$ cat config.mk
export PLATFORM = sky130hd
export DESIGN_NAME = suprloco_cpu_romif
export DESIGN_NICKNAME = d
export VERILOG_FILES = /design/src/rtl/suprloco_pkg.sv /design/src/rtl/suprloco_cen_gen.sv /design/src/rtl/suprloco_cpu_romif.sv
export SDC_FILE = /design/constraint.sdc
export NUM_CORES = 1
export LEC_CHECK = 0
export CORE_MARGIN = 2
export CORE_UTILIZATION = 35
export CTS_BUF_LIST = sky130_fd_sc_hd__clkbuf_8
export DETAILED_ROUTE_END_ITERATION = 12
export PLACE_DENSITY_LB_ADDON = 0.15
export SLEW_MARGIN = 20
export SYNTH_ARGS = -nofsm -noshare
export SYNTH_HDL_FRONTEND = slang
export SYNTH_SLANG_ARGS = --single-unit
$ cat constraint.sdc
create_clock -name i_CLK -period 2.36 [get_ports i_CLK]
set_input_delay 0.236 -clock i_CLK [delete_from_list [all_inputs] [get_ports i_CLK]]
set_output_delay 0.236 -clock i_CLK [all_outputs]
set_load 0.005 [all_outputs]
$ cat src/rtl/suprloco_pkg.sv
// rtl/suprloco_pkg.sv - shared constants and state type for the SuprLoco CPU ROM interface
package suprloco_pkg;

  localparam int          CPU_CLK_DIV     = 12;
  localparam logic [15:0] ROM_TOP_DEFAULT = 16'hC000;

  typedef enum logic [1:0] {
    IDLE = 2'd0,
    REQ  = 2'd1,
    FILL = 2'd2
  } romif_state_t;

endpackage

$ cat src/rtl/suprloco_cen_gen.sv
// rtl/suprloco_cen_gen.sv - Z80 positive/negative phase clock enables from the master clock
module suprloco_cen_gen
  import suprloco_pkg::*;
#(
  parameter int CLK_DIV = CPU_CLK_DIV
) (
  input  logic i_CLK,
  input  logic i_RST,
  output logic o_PCEN,
  output logic o_NCEN
);

  localparam int CW = $clog2(CLK_DIV);

  logic [CW-1:0] count;

  // Reset parks the counter on its last value so PCEN fires on the first post-reset edge.
  always_ff @(posedge i_CLK or posedge i_RST) begin
    if (i_RST) begin
      count <= CW'(CLK_DIV - 1);
    end else if (count == CW'(CLK_DIV - 1)) begin
      count <= '0;
    end else begin
      count <= count + 1'b1;
    end
  end

  assign o_PCEN = (count == CW'(0));
  assign o_NCEN = (count == CW'(CLK_DIV / 2));

endmodule

$ cat src/rtl/suprloco_cpu_romif.sv
// rtl/suprloco_cpu_romif.sv - main CPU bus front end: CENs, cached ROM fetch with WAIT, VBLANK interrupt
module suprloco_cpu_romif
  import suprloco_pkg::*;
#(
  parameter int          CLK_DIV = CPU_CLK_DIV,
  parameter logic [15:0] ROM_TOP = ROM_TOP_DEFAULT
) (
  input  logic        i_CLK,
  input  logic        i_RST,
  output logic        o_PCEN,
  output logic        o_NCEN,
  input  logic [15:0] i_CPU_ADDR,
  input  logic        i_CPU_MREQ_n,
  input  logic        i_CPU_RD_n,
  input  logic        i_CPU_RFSH_n,
  input  logic        i_CPU_IORQ_n,
  input  logic        i_CPU_M1_n,
  output logic        o_CPU_WAIT_n,
  output logic [7:0]  o_CPU_DI,
  input  logic [7:0]  i_BUS_DI,
  input  logic        i_VBLANK,
  output logic        o_INT_n,
  output logic        o_ROM_REQ,
  output logic [15:0] o_ROM_ADDR,
  input  logic        i_ROM_ACK,
  input  logic [7:0]  i_ROM_DATA
);

  romif_state_t state, state_nxt;

  logic        cache_valid;
  logic [15:0] cache_tag;
  logic [7:0]  cache_data;
  logic        in_window, rom_access, hit, miss;
  logic        vblank_sync, vblank_dly, vblank_rise, int_ack;

  suprloco_cen_gen #(.CLK_DIV(CLK_DIV)) u_cen_gen (
    .i_CLK  (i_CLK),
    .i_RST  (i_RST),
    .o_PCEN (o_PCEN),
    .o_NCEN (o_NCEN)
  );

  assign in_window  = (i_CPU_ADDR < ROM_TOP);
  assign rom_access = ~i_CPU_MREQ_n & ~i_CPU_RD_n & i_CPU_RFSH_n & in_window;
  assign hit        = rom_access & cache_valid & (cache_tag == i_CPU_ADDR);
  assign miss       = rom_access & ~hit;

  // Combinational so the CPU never samples a ready WAIT in the same cycle a miss shows up.
  assign o_CPU_WAIT_n = ~(miss | (state != IDLE));
  assign o_CPU_DI     = in_window ? cache_data : i_BUS_DI;

  always_ff @(posedge i_CLK or posedge i_RST) begin
    if (i_RST) begin
      state <= IDLE;
    end else begin
      state <= state_nxt;
    end
  end

  always_comb begin
    state_nxt = state;
    o_ROM_REQ = 1'b0;
    case (state)
      IDLE: if (miss) state_nxt = REQ;
      REQ: begin
        o_ROM_REQ = 1'b1;
        if (i_ROM_ACK) state_nxt = FILL;
      end
      FILL:    state_nxt = IDLE;
      default: state_nxt = IDLE;
    endcase
  end

  // Fill is keyed to the latched fetch address, so a CPU that has moved on still gets a coherent entry.
  always_ff @(posedge i_CLK or posedge i_RST) begin
    if (i_RST) begin
      o_ROM_ADDR  <= '0;
      cache_valid <= 1'b0;
      cache_tag   <= '0;
      cache_data  <= '0;
    end else begin
      if (state == IDLE && miss) o_ROM_ADDR <= i_CPU_ADDR;
      if (state == REQ && i_ROM_ACK) begin
        cache_tag   <= o_ROM_ADDR;
        cache_data  <= i_ROM_DATA;
        cache_valid <= 1'b1;
      end
    end
  end

  assign vblank_rise = vblank_sync & ~vblank_dly;
  assign int_ack     = ~i_CPU_IORQ_n & ~i_CPU_M1_n;

  // A fresh VBLANK edge outranks a simultaneous acknowledge.
  always_ff @(posedge i_CLK or posedge i_RST) begin
    if (i_RST) begin
      vblank_sync <= 1'b0;
      vblank_dly  <= 1'b0;
      o_INT_n     <= 1'b1;
    end else begin
      vblank_sync <= i_VBLANK;
      vblank_dly  <= vblank_sync;
      if (vblank_rise) begin
        o_INT_n <= 1'b0;
      end else if (int_ack) begin
        o_INT_n <= 1'b1;
      end
    end
  end

endmodule

### Yosys cells after proc, flatten, opt, wreduce, memory -nomap -nowiden

Index checks and enable logic that the tools add are counted.

* input bits: 41
* word-level logic and storage cells: 48
* bits in registers: 50

* reduce and logical (&&, ||, !) cells: 7
* equal/unequal tests: 6
* add/subtract/negate cells: 1
* bitwise gates (word level): 16
* multiplexer cells: 8
* $lt $le $gt $ge: 1

Operators by type and width (number)
* equality test 16 bit: 1
* < comparator 16 bit (second input constant): 1
* bitwise AND 1 bit: 8
* two-way mux 8 bit: 1
* NOT 1 bit: 7
* adder 4 x 1 -> 4 bit (second input constant): 1
* equality test 4 x 3 -> 1 bit (second input constant): 1
* equality test 4 bit (second input constant): 1
* logical NOT 4 bit: 1
* two-way mux 2 bit: 2
* two-way mux 4 bit: 1
* != test 2 bit (second input constant): 2
* case mux 2 bit (2 select lines): 1
* nonzero test 2 bit: 2
* two-way mux 1 bit: 3
* equality test 2 x 1 -> 1 bit (second input constant): 1
* logical AND 1 bit: 2
* logical NOT 2 bit: 1
* AND reduction 2 bit: 1
* bitwise OR 1 bit: 1

### Logic depth before layout (Yosys ltp)

* depth in word-level cells: 10
* gate-level depth with buffers: 6
* mapped depth without buffers: 5

### Modules after synthesis

From an unflattened synthesis, not the netlist that was laid out.

* cells, all modules: 157
* area total of the unflattened synthesis: 2284.7 um2

By module, submodules not included
* suprloco_cpu_romif: area each 2053.2 um2, instances 1, seq. area each 1152.4 um2, cells an instance 136
* suprloco_cen_gen: area each 231.5 um2, instances 1, seq. area each 103.8 um2, cells an instance 21

### Least setup slack after synthesis

No wires, ideal clock.

* kind: flip-flop to flip-flop
* start point: reg cache_tag[2]
* end point: reg o_ROM_ADDR[0]
* period minus slack after synthesis: 1.841 ns
* arrival time: 1.716 ns
* setup time: 0.125 ns
* path slack: 0.519 ns
* cell stages (with the launch flop): 7
* cells stage by stage: dfrtp_1 xnor2_1 nand4_1 nor4_4 a2111oi_4 buf_6 mux2_4

* cells in the longest elaborated chain, start to end: 5

Ends and longest elaborated chain
* start: declaration: RTL line suprloco_cpu_romif.sv:32 `logic [15:0] cache_tag;`
* start signal: assignment: RTL line suprloco_cpu_romif.sv:85 `cache_tag <= o_ROM_ADDR;`
* equality test 16 bit: RTL line suprloco_cpu_romif.sv:46 `assign hit = rom_access & cache_valid & (cache_tag == i_CPU_ADDR);`
* bitwise AND 1 bit: RTL line suprloco_cpu_romif.sv:46
* NOT 1 bit: RTL line suprloco_cpu_romif.sv:47 `assign miss = rom_access & ~hit;`
* bitwise AND 1 bit: RTL line suprloco_cpu_romif.sv:47
* logical AND 1 bit: RTL line suprloco_cpu_romif.sv:83 `if (state == IDLE && miss) o_ROM_ADDR <= i_CPU_ADDR;`
* end signal: assignment: RTL line suprloco_cpu_romif.sv:83
* end: declaration: RTL line suprloco_cpu_romif.sv:24 `output logic [15:0] o_ROM_ADDR,`

Every way passes these cells.
A chain may end at the register's enable or synchronous reset.

### Worst setup path in the final report

* start point: in i_CPU_ADDR[14]
* end point: out o_CPU_DI[6]

* cells in the longest elaborated chain, start to end: 2

Ends and longest elaborated chain
* start: declaration: RTL line suprloco_cpu_romif.sv:12 `input logic [15:0] i_CPU_ADDR,`
* < comparator 16 bit: RTL line suprloco_cpu_romif.sv:44 `assign in_window = (i_CPU_ADDR < ROM_TOP);`
* two-way mux 8 bit: RTL line suprloco_cpu_romif.sv:51 `assign o_CPU_DI = in_window ? cache_data : i_BUS_DI;`
* end: declaration: RTL line suprloco_cpu_romif.sv:19 `output logic [7:0] o_CPU_DI,`

Every way passes these cells.

==> impl_results.rst <==
.. list-table::
   :header-rows: 1

   * - Metric
     - Value
   * - Aggregate negative setup slack
     - 0 ns
   * - Initial Utilization
     - between 30% and 40%
   * - Number of synthesized flops with an enable pin
     - 0
   * - CP Buf/Inv Count
     - 4
   * - NetSw
     - 722 µW
   * - Final critical delay including setup and external delays
     - between 2 and 2.5 ns
   * - Startpoint Class
     - input pin
   * - Placed wire-length estimate
     - 3.25 mm
   * - Slowest cell on the critical path
     - sky130_fd_sc_hd__clkdlybuf4s50_1
   * - Arrival time of the worst setup path
     - roughly 1.9 ns
   * - Placement-stage cell area
     - between 3000 and 4000 µm²
   * - Initial DRC Count
     - 64
   * - Row Count
     - 29
   * - Mapped cell area
     - 2270 µm²
   * - Setup repair after global routing missed its margin
     - no
   * - Footprint of the flip-flops and latches
     - 1260 µm²
   * - Minimum setup slack after placement
     - -0.00993 ns
   * - Avg Inst Size Synth
     - 14.5 µm²
   * - Final std cells w/o fill
     - roughly 310
   * - Number of antenna-violating nets in the routed design
     - 0
   * - Layout net count
     - 280
   * - Hold Buf Count CTS
     - 0
   * - Leakage power total
     - 0.00138 µW
   * - Number of top-level design ports
     - 70
   * - Count of maximum capacitance violations
     - 0
   * - Non-Filler Cell Area, Final
     - 3230 µm²
   * - Total GRT Usage
     - 13.2%
   * - Dominant cells by area after synthesis
     - sky130_fd_sc_hd__dfrtp_1, sky130_fd_sc_hd__mux2_2, sky130_fd_sc_hd__mux2_4, sky130_fd_sc_hd__dfstp_2, sky130_fd_sc_hd__xnor2_1
   * - Clock slew at reported path FFs
     - 0.09 ns
   * - Library cells used by synthesis
     - 28
   * - Number of placed instances with taps included
     - 306
   * - Area taken by multi-input logic gates
     - roughly 1000 µm²
   * - Final worst-path setup slack
     - 0.252 ns
   * - Clock buffers created by TritonCTS
     - 5
   * - Worst slew margin
     - 65.0%
   * - Crit-path max cell delay
     - ~0.45 ns
   * - Final WL
     - 4.24 mm
   * - Worst Hold Class
     - in2async
   * - Count of fill cells added during filler insertion
     - 585
   * - Count of vias placed by the detailed router
     - 1,451
   * - Synthesis Warnings
     - 0
   * - Critical path, cell by cell
     - clkdlybuf4s50_1 > buf_4 > nand2_2 > buf_4 > mux2_2 > clkdlybuf4s50_1
   * - Design internal power
     - 2060 µW
   * - Synth Instances
     - 156
   * - Die Y
     - 84.5 µm
   * - Capturing element type of the critical path
     - output pin
   * - Routability cong.
     - 0.628
   * - Family of cells with the greatest summed delay on the critical path
     - buffers and inverters
   * - Number of buffers inserted by port buffering
     - 69
   * - IR Drop Worst-Case VDD
     - 459 µV
   * - Fraction of the cycle the final worst path needs
     - 89.3%
   * - Count leader, synth
     - sky130_fd_sc_hd__dfrtp_1
   * - Async SR Flop Fraction
     - 100%
   * - Critical path type
     - in2out
   * - Switching fraction of total power
     - around a quarter
   * - Area Growth Syn to Fin
     - 42.4%
   * - Share of final-layout standard cells stronger than drive strength 1
     - 32.5%
   * - Worst path depth
     - 6
   * - Most common flop cell mapped by yosys
     - sky130_fd_sc_hd__dfrtp_1
   * - Share of the synthesized area in the top cell type
     - between 50% and 60%
   * - Routed len/inst
     - 13.5 µm
   * - Actual transition at the worst max-transition pin
     - ~0.52 ns
   * - Synthesized net count
     - 200
   * - Final setup violation count
     - 0
   * - Power consumption
     - 2780 µW
   * - Count of pins over their slew limit
     - 0
   * - Power per cell area
     - ~860 nW/µm²
   * - Clock root buffer master
     - sky130_fd_sc_hd__clkbuf_8
   * - Floorplan die width
     - 84.5 µm
   * - Clock tree from TritonCTS
     - done
   * - Pin count of the biggest net entering global routing
     - 28
   * - Fmax achieved
     - 474 MHz
   * - Worst Path Max Fanout
     - 8
   * - H-tree levels
     - 2
   * - Via-per-instance ratio
     - 4.62
   * - Clock sink count
     - 50
   * - Outcome
     - finished, final reports clean
   * - Part of the total power dissipated in the clock network
     - 20.6%
   * - Number of flip-flops and latches in the synthesized netlist
     - 50
   * - Part of the power in combinational logic
     - 32.6%
   * - Relative contribution of sequential cells to total power
     - 46.8%
   * - Synth cell count leaders
     - sky130_fd_sc_hd__dfrtp_1, sky130_fd_sc_hd__mux2_2, sky130_fd_sc_hd__xnor2_1
   * - Congestion Overflow GR
     - 0
   * - Full die area
     - 7140 µm²
   * - Register area share after synthesis
     - a little under three fifths
   * - Worst setup skew after layout
     - 0.00558 ns
   * - DRC violations left
     - 0
   * - Wire length of the first global-routing pass
     - 7.38 mm
   * - Number of antenna violations at the first check in global routing
     - 0
   * - Antenna cell count
     - 0
   * - Final Hold Fails
     - 0
   * - R2r worst-path depth
     - 7
   * - Deepest clock path buffer count
     - 2
   * - Number of global-route vias before repair
     - around 1,600
   * - Latest clock arrival within the worst-skew pair
     - 0.30 ns
   * - Total iterations of the first detailed-routing run
     - 4
   * - Area of the core
     - about 6300 µm²
   * - Required arrival time at the worst endpoint
     - ~2.1 ns
   * - Cell taking the most area after synthesis
     - sky130_fd_sc_hd__dfrtp_1
kinds of logic after synthesis:
group,Yosys count,share of synthesized area [%]
mux,48,25.3
buf+inv,10,1.99
xor+xnor,16,6.51
compound gates,7,2.76
simple gates,22,6.40
fa+ha+maj,3,1.65
flops,50,55.4
layout make-up:
class,count,area share (%)
flip-flops and latches,50,38.9
multi-input cells,96,30.2
repair buffers,76,23.7
clock buffers,8,3.41
well taps,77,2.98
inverters,7,0.813
final timing paths:
check	from	to	slack [ns]
min in group i_CLK	i_VBLANK	vblank_sync	0.37
min reg2reg	vblank_sync	vblank_dly	0.38
max reg2reg	cache_tag[13]	o_ROM_ADDR[15]	0.43
min	i_RST	cache_data[5]	0.29
max	i_CPU_ADDR[14]	o_CPU_DI[6]	0.25
max in group asynchronous	i_RST	u_cen_gen.count[0]	1.48
routing by layer:
metal	global-route usage, %	wire length [µm]
met1	17.1	1900
met2	20.7	2000
met3	5.11	299
met4	3.46	47
met5	0	0
metrics by stage:
step	utilization, %	hold WS, ns
floorplan	-	0.267
global placement	49.3	0.358
detailed placement	49.3	0.364
CTS	51.2	0.310
global route	51.2	0.331
finish	51.2	0.290
power groups by stage:
stage	registers, µW	clock network, µW	logic [µW]
6_report	1300	573	905
5_1_grt	1350	634	982
4_1_cts	1310	587	924
3_5_place_dp	1320	0	918
3_3_place_gp	1320	0	906
2_1_floorplan	1290	0	525
state kept, by name, summed over array words and instances, names as in the netlist:
signal / flops
cache_tag: 16
o_ROM_ADDR: 16
u_cen_gen.count: 4
cache_data: 8
vblank_sync: 1
o_INT_n: 1
vblank_dly: 1
state: 2
cache_valid: 1
repair_timing:
| action | 4_1_cts | 5_1_grt |
|---|---|---|
| buffers inserted | 0 | 0 |
| resized for setup | 2 | 0 |
| hold endpoints to repair | 0 | 0 |
| setup endpoints to repair | 1 | 0 |
layout by cell type, fill, tap and decap left out, drive strengths merged, types with 3 or more instances in the layout:
cell type	synthesis	routed
nor2	4	4
dfrtp	46	46
xnor2	13	13
clkdlybuf4s50	0	68
nand4	3	3
mux2	48	48
buf	1	7
inv	7	7
nand2	5	5
nand3	3	3
dfstp	4	4
clkbuf	2	8
xor2	3	3
ha	3	3
Note: power is estimated with default switching activity, not from simulation.
